`config.mk`:
```
export PLATFORM = sky130hd
export DESIGN_NAME = vdp_irq_gen
export DESIGN_NICKNAME = d
export VERILOG_FILES = /design/src/rtl/vdp_irq_gen.sv
export SDC_FILE = /design/constraint.sdc
export NUM_CORES = 1
export LEC_CHECK = 0
export CAP_MARGIN = 20
export CORE_AREA = 10 10 74 76
export DETAILED_ROUTE_END_ITERATION = 8
export DIE_AREA = 0 0 84 86
export HOLD_SLACK_MARGIN = 0.06
export PLACE_DENSITY = 0.9
export SLEW_MARGIN = 25
export SYNTH_ARGS = -nofsm -noshare
export SYNTH_HDL_FRONTEND = slang
export SYNTH_SLANG_ARGS = --single-unit
```
`constraint.sdc`:
```
create_clock -name clk -period 3.35 [get_ports clk]
set_input_delay 0.67 -clock clk [delete_from_list [all_inputs] [get_ports clk]]
set_output_delay 0.67 -clock clk [all_outputs]
set_load 0.02 [all_outputs]
```
`src/rtl/vdp_irq_gen.sv`:
```
// VDP raster counters, line/frame interrupt flags, status byte and port 0x7E V counter; optional VDP_SPRITE_FLAGS_EN adds sprite OVR/COL flags.
// Latency: flags set on the line-start edge; INT_L and stat_reg_out are combinational views of the registered flags (low the cycle after the set edge).
// Backpressure: none; free-running counters, stat_rd is a one-cycle clear pulse and a simultaneous set wins.
module vdp_irq_gen #(
    parameter int H_TOTAL  = 228,
    parameter int V_TOTAL  = 262,
    parameter int V_ACTIVE = 192
) (
    input  logic       clk,
    input  logic       reset_L,
    input  logic       line_irq_en,
    input  logic       frame_irq_en,
    input  logic [7:0] line_reload,
    input  logic       stat_rd,
`ifdef VDP_SPRITE_FLAGS_EN
    input  logic       spr_ovr,
    input  logic       spr_col,
`endif
    output logic       INT_L,
    output logic [7:0] stat_reg_out,
    output logic [8:0] h_count,
    output logic [8:0] v_count,
    output logic [7:0] v_counter_out
);

    logic       line_start;
    logic [8:0] nv;
    logic [7:0] line_ctr;
    logic       line_set;
    logic       frame_set;
    logic       f_flag;
    logic       line_pend;
    logic       ovr_flag;
    logic       col_flag;

    assign line_start = (h_count == 9'(H_TOTAL - 1));
    assign nv         = (v_count == 9'(V_TOTAL - 1)) ? 9'd0 : v_count + 9'd1;
    assign frame_set  = line_start && (nv == 9'(V_ACTIVE));
    assign line_set   = line_start && (nv <= 9'(V_ACTIVE)) && (line_ctr == 8'd0);

    always_ff @(posedge clk or negedge reset_L) begin
        if (!reset_L) begin
            h_count <= 9'd0;
            v_count <= 9'd0;
        end else if (line_start) begin
            h_count <= 9'd0;
            v_count <= nv;
        end else begin
            h_count <= h_count + 9'd1;
        end
    end

    // Blanking lines keep reloading, so the first active line always starts from a fresh count.
    always_ff @(posedge clk or negedge reset_L) begin
        if (!reset_L) begin
            line_ctr <= 8'hFF;
        end else if (line_start) begin
            if ((nv > 9'(V_ACTIVE)) || (line_ctr == 8'd0)) begin
                line_ctr <= line_reload;
            end else begin
                line_ctr <= line_ctr - 8'd1;
            end
        end
    end

    always_ff @(posedge clk or negedge reset_L) begin
        if (!reset_L) begin
            f_flag    <= 1'b0;
            line_pend <= 1'b0;
        end else begin
            f_flag    <= frame_set | (f_flag & ~stat_rd);
            line_pend <= line_set | (line_pend & ~stat_rd);
        end
    end

`ifdef VDP_SPRITE_FLAGS_EN
    always_ff @(posedge clk or negedge reset_L) begin
        if (!reset_L) begin
            ovr_flag <= 1'b0;
            col_flag <= 1'b0;
        end else begin
            ovr_flag <= spr_ovr | (ovr_flag & ~stat_rd);
            col_flag <= spr_col | (col_flag & ~stat_rd);
        end
    end
`else
    assign ovr_flag = 1'b0;
    assign col_flag = 1'b0;
`endif

    assign stat_reg_out = {f_flag, ovr_flag, col_flag, 5'b0_0000};
    assign INT_L        = ~((f_flag & frame_irq_en) | (line_pend & line_irq_en));

    // Lines past 0xDA fold back by 6 so the NTSC count reads 0xD5..0xFF at the bottom.
    assign v_counter_out = (v_count <= 9'h0DA) ? v_count[7:0] : (v_count[7:0] - 8'd6);

endmodule

```
Word-level counts from Yosys, hierarchy flattened
Index checks and enable logic that the tools add are counted.

$add $sub $neg: 4. Order comparisons: 3. Eq/ne operators: 3. Mux-type cells: 4. Bitwise operators: 9. Reduce and logical (&&, ||, !) cells: 5.

Operators with widths (number): $add A9 B1 Y9 const B (2); $eq A9 B8 Y1 const B (2); $le A9 B8 Y1 const B (2); $mux W9 (2); $mux W8 (2); $eq A9 B9 Y1 const B (1); $gt A9 B8 Y1 const B (1); $logic_not A8 Y1 (1); $sub A8 B1 Y8 const B (1); $sub A8 B3 Y8 const B (1); $and A1 B1 Y1 (4); $logic_and A1 B1 Y1 (3); $or A1 B1 Y1 (3); $not A1 Y1 (2); $logic_or A1 B1 Y1 (1).

Register bits after elaboration: 28. Input bits: 13. Output and inout port bits: 35. Logic and storage cells: 33.

Depth between registers and ports, before layout
Depth in word-level cells: 6. Gate-level depth with buffers: 9. Mapped depth without buffers: 8.

Worst setup path before layout
OpenSTA, ideal clock, no wires.

Path type: register -> output. From: register v_count[0]. To: output port v_counter_out[6]. Data arrival time: 2366 ps. Data required time: 2680 ps. Setup slack: 314 ps. Cell stages (with the launch flop): 9. Buffers on the path: 0. Cell sequence: dfrtp_1 -> inv_1 -> ha_1 -> nand2b_1 -> a41o_2 -> a31oi_1 -> a211o_1 -> or3_2 -> xnor2_1.

Word-level cells in the longest chain between the ends: 2. Elaborated cells on any way between the ends: 3. Classes of those cells: add/sub (1); order compare (1); mux (1).

Ends and longest elaborated chain: start, declared (line 22) `output logic [8:0] v_count,`; start signal, assigned (line 47) `v_count <= nv;`; $sub A8 B3 Y8 / $le A9 B8 Y1 (equally long branches) (line 95) `assign v_counter_out = (v_count <= 9'h0DA) ? v_count[7:0] : (v_count[7:0] - 8'd6);`; $mux W8 (*) (line 95); end, declared (line 23) `output logic [7:0] v_counter_out`.

Mark *: on every way between the ends. The rest lies on a longest branch, timed or not.

Final worst setup path
From: register v_count[1]. To: output port v_counter_out[3].

The elaborated chain is that of the path after synthesis.

==> flow_results.org <==
** Status
- The flow ran to the end, and the final reports show no timing, DRC or antenna violations.

** CTS
- TritonCTS built the clock tree.
- In this run the number of H-tree levels came out at 1.
- Maximum clock path buffer count :: 2
- Clock-pin slew was measured on the worst setup and hold paths at 0.10 ns.
- For the worst-skew pair, the clock arrives at the later sink with an insertion delay of 0.28 ns.
- CTS saw 28 sinks.
- The tree is rooted in a clkbuf_8.
- Buffers inserted during clock tree synthesis total 3.

** Run
- Max-cap violations :: 0

** STA
- Derived from the worst setup path, the maximum achievable clock frequency is 0.314 GHz.
- Hold WS :: 0.347 ns
- Final Max Tran Viols :: 0
- Counting I/O delays and the setup requirement, the final critical path takes 3.18 ns.
- Largest clock skew in the final design :: 0.00668 ns
- Number of hold violations in the final report :: 0
- Final Worst Setup Slack :: 0.166 ns
- Setup violations remaining at the end of the flow were counted as 0.
- Headroom to the max-slew limit came out at 43.9%.
- At the pin with the least slew margin, the transition time is 0.841 ns.
- After routing, the total negative slack on setup checks comes to 0 ns.
- Period utilisation layout :: 95.0%
- Setup repair after global routing left no endpoint under its margin.

** Pwr
- Clock network power share :: 42.0%
- In this run the static leakage power is 0.00106 µW.
- The share of total power dissipated in sequential elements is 53.3%.
- IR analysis of the VDD net gives a maximum drop of 0.000223 V.
- For this design the ratio of total power to cell area is 260 mW/mm².
- Summed over all nets, the switching power comes to 123 µW.
- Internal power comes to 512 µW.
- Part of the power in combinational logic :: 4.6%
- In this run switching power makes up 19.3% of total power.

** Placement
- The congestion estimate from routability-driven global placement came to 0.861.
- Placed Cells incl. Taps :: 299
- Worst setup timing slack at the placement stage :: 0.231 ns
- Half-perimeter wire length of the detailed placement result :: 3430 µm
- Number of buffers added on ports :: 40

** Synth
- Number of enable flip-flop cells after synthesis :: 0
- Flip-flop cell with the highest count after synthesis :: dfrtp_1
- Register area share after synthesis :: 36.0%
- Sorting the synthesized cells by area gives the leading types as dfrtp_1 25%, dfstp_2 11%, ha_1 5.1%, xor2_1 4.9%, nand2_1 4.8%.
- The top cell type by area accounts for 25.4% of the synthesized area.
- Synth area leader :: dfrtp_1
- For this run, the number of Yosys warnings is 0.
- Syn Inst Count :: 215
- Avg Inst Size Synth :: 9.17 µm²
- Flops & latches, synth :: 28
- Post-Synthesis Cell Area :: 0.00197 mm²
- Share of synthesized flip-flops with an asynchronous set or reset :: 100%
- The synthesized netlist contains 52 unique library cells.

** Setup path
- Startpoint-to-endpoint class of the critical path :: flop to output port
- Type of element capturing the critical path :: output port
- Origin of the critical flop-to-flop path :: h_count[0]
- For the worst flop-to-flop path, the logic depth is 6.
- Worst path arrival time :: 2.51 ns
- Last element of the critical path :: v_counter_out[3]
- Setup slack on the worst reg-to-reg path comes out at 0.90 ns.
- STA classifies the critical path startpoint as a flop.
- For the worst setup path, the data required time is 2.68 ns.
- In this run the worst path has a maximum fanout of 3.
- The critical path starts at v_count[1].
- The worst register-to-register path ends at line_ctr[6].

** Final layout
- After the last flow step, the layout net total stands at 275.
- Synthesis-to-finish area growth :: 23.5%
- In the layout the commonest cells are 36 x clkdlybuf4s50_1, 25 x nand2_1, 20 x dfrtp_1.
- Layout cells sized above 1 :: 15.0%
- Non-Filler Instances :: 303
- Final antenna diode count :: 0
- The library cell used most frequently in the layout, excluding fill and tap cells, is clkdlybuf4s50_1.
- FILL cells :: 326

** Worst hold path
- HP Class :: input pin to asynchronous set/reset pin

** GRT
- Global-route wire length before repair :: 7810 µm
- The initial antenna violation count is 0.
- Residual overflow from global routing :: 0
- Total routing usage reported by global routing :: 12.5%
- The via count of the first global-routing pass is 1,677.
- Pin count of the biggest net entering global routing :: 26

** Drt
- Summing over every cut layer, the via total after detailed routing is 1,646.
- Number of iterations in the first detailed-routing pass :: 4
- The first routing iteration left 96 violations.
- Wires add up to 4540 µm.
- In the routed layout, each cell is associated on average with a via count of 5.43.
- DRC viols :: 0
- Routed Antenna Nets :: 0
- Wirelength per Cell :: 15.0 µm

** Floorplan
- The floorplan step defined a die boundary enclosing 0.00722 mm².
- Core Region :: 0.00397 mm²
- For this design the top-level I/O count stands at 48.
- For this configuration, the core starts out at a cell density of 49.7%.
- Die Wd :: 84 µm
- Number of cell rows :: 23
- Chip height :: 86 µm
==> synth_stat cells, types with 2 or more instances <==
cell type / number
a211o_1: 2
a21oi_1: 4
a21oi_2: 2
and2_1: 4
and4b_1: 2
buf_4: 11
buf_6: 4
clkbuf_1: 4
clkbuf_2: 2
dfrtp_1: 20
dfstp_2: 8
ha_1: 8
inv_1: 7
nand2_1: 25
nand2b_1: 4
nand3_1: 11
nand4_1: 3
nand4b_1: 2
nor2_1: 14
nor2b_1: 2
nor3_1: 8
nor4_1: 2
o211ai_1: 10
o21ai_0: 7
or3_2: 3
or4_1: 3
xnor2_1: 8
xor2_1: 11
==> what timing repair did <==
| action | 4_1_cts | 5_1_grt |
|---|---|---|
| endpoints found under the setup margin | 3 | 0 |
| endpoints found under the hold margin | 0 | 0 |
| hold buffers | 0 | 0 |
| resized for setup | 3 | 0 |
| setup buffers | 0 | 0 |
==> final cells by class <==
cell class,instances,area [µm²],share of cell area [%]
clock inverter,1,30.0,1.23
timing repair buffer,51,474,19.5
multi-input combinational,163,1090,44.8
sequential,28,711,29.2
inverter,7,26.3,1.08
clock buffer,3,41.3,1.69
tap,50,62.6,2.57
==> power groups by stage <==
| stage | clock (µW) | combinational, µW | sequential, µW |
|---|---|---|---|
| CTS | 273 | 30.3 | 338 |
| floorplan | 0 | 13.5 | 345 |
| detailed placement | 0 | 30.3 | 345 |
| global route | 284 | 32.0 | 338 |
| global placement | 0 | 29.9 | 345 |
| finish | 267 | 29.4 | 338 |
==> sequential cells by signal, summed over array words and instances (netlist names) <==
signal	count
f_flag	1
h_count	9
line_ctr	8
line_pend	1
v_count	9
==> cells by family (layout without fill, tap and decap cells) <==
| kind of cell | count (synthesis) | after routing | synth area share [%] |
|---|---|---|---|
| multiplexers | 1 | 1 | 0.571 |
| AND/OR/NAND/NOR | 90 | 90 | 24.6 |
| XOR/XNOR | 19 | 19 | 8.44 |
| adder cells (fa/ha/maj) | 8 | 8 | 5.08 |
| flip-flops | 28 | 28 | 36.0 |
| AO/OA/AOI/OAI | 38 | 38 | 15.0 |
| buffers and inverters | 30 | 62 | 10.1 |
| other | 1 | 7 | 0.190 |
==> critical path, stage by stage (launching register included) <==
cell	delay, ns
dfrtp_1	0.39
inv_1	0.08
ha_1	0.20
inv_1	0.05
a41o_2	0.18
a31oi_1	0.10
buf_4	0.16
or2_2	0.30
xnor2_1	0.15
clkdlybuf4s50_1	0.63
==> per-layer routing <==
layer	global-route usage, %	routed length, µm	vias up
met5	0	0	-
met4	3.65	43	0
met3	2.84	230	5
met2	22.2	2240	44
met1	14.7	2020	778
li1	-	-	819
==> stage by stage <==
step                      cell area (µm²)  power, µW  utilization [%]
after floorplan                      1990        358                -
after global placement               2370        374             59.8
after detailed placement             2370        375             59.8
after CTS                            2440        641             61.5
after global routing                 2440        655             61.3
final                                2440        634             61.3
==> worst min path at each step <==
stage / end / slack, ns / cells after the start
6_report: v_count[3] / 0.35 / 1
5_1_grt: v_count[3] / 0.38 / 1
4_1_cts: v_count[2] / 0.51 / 2
3_5_place_dp: h_count[8] / 0.48 / 1
3_3_place_gp: v_count[2] / 0.47 / 2
2_1_floorplan: f_flag / 0.37 / 0
Power figures use the tool's default switching activity.
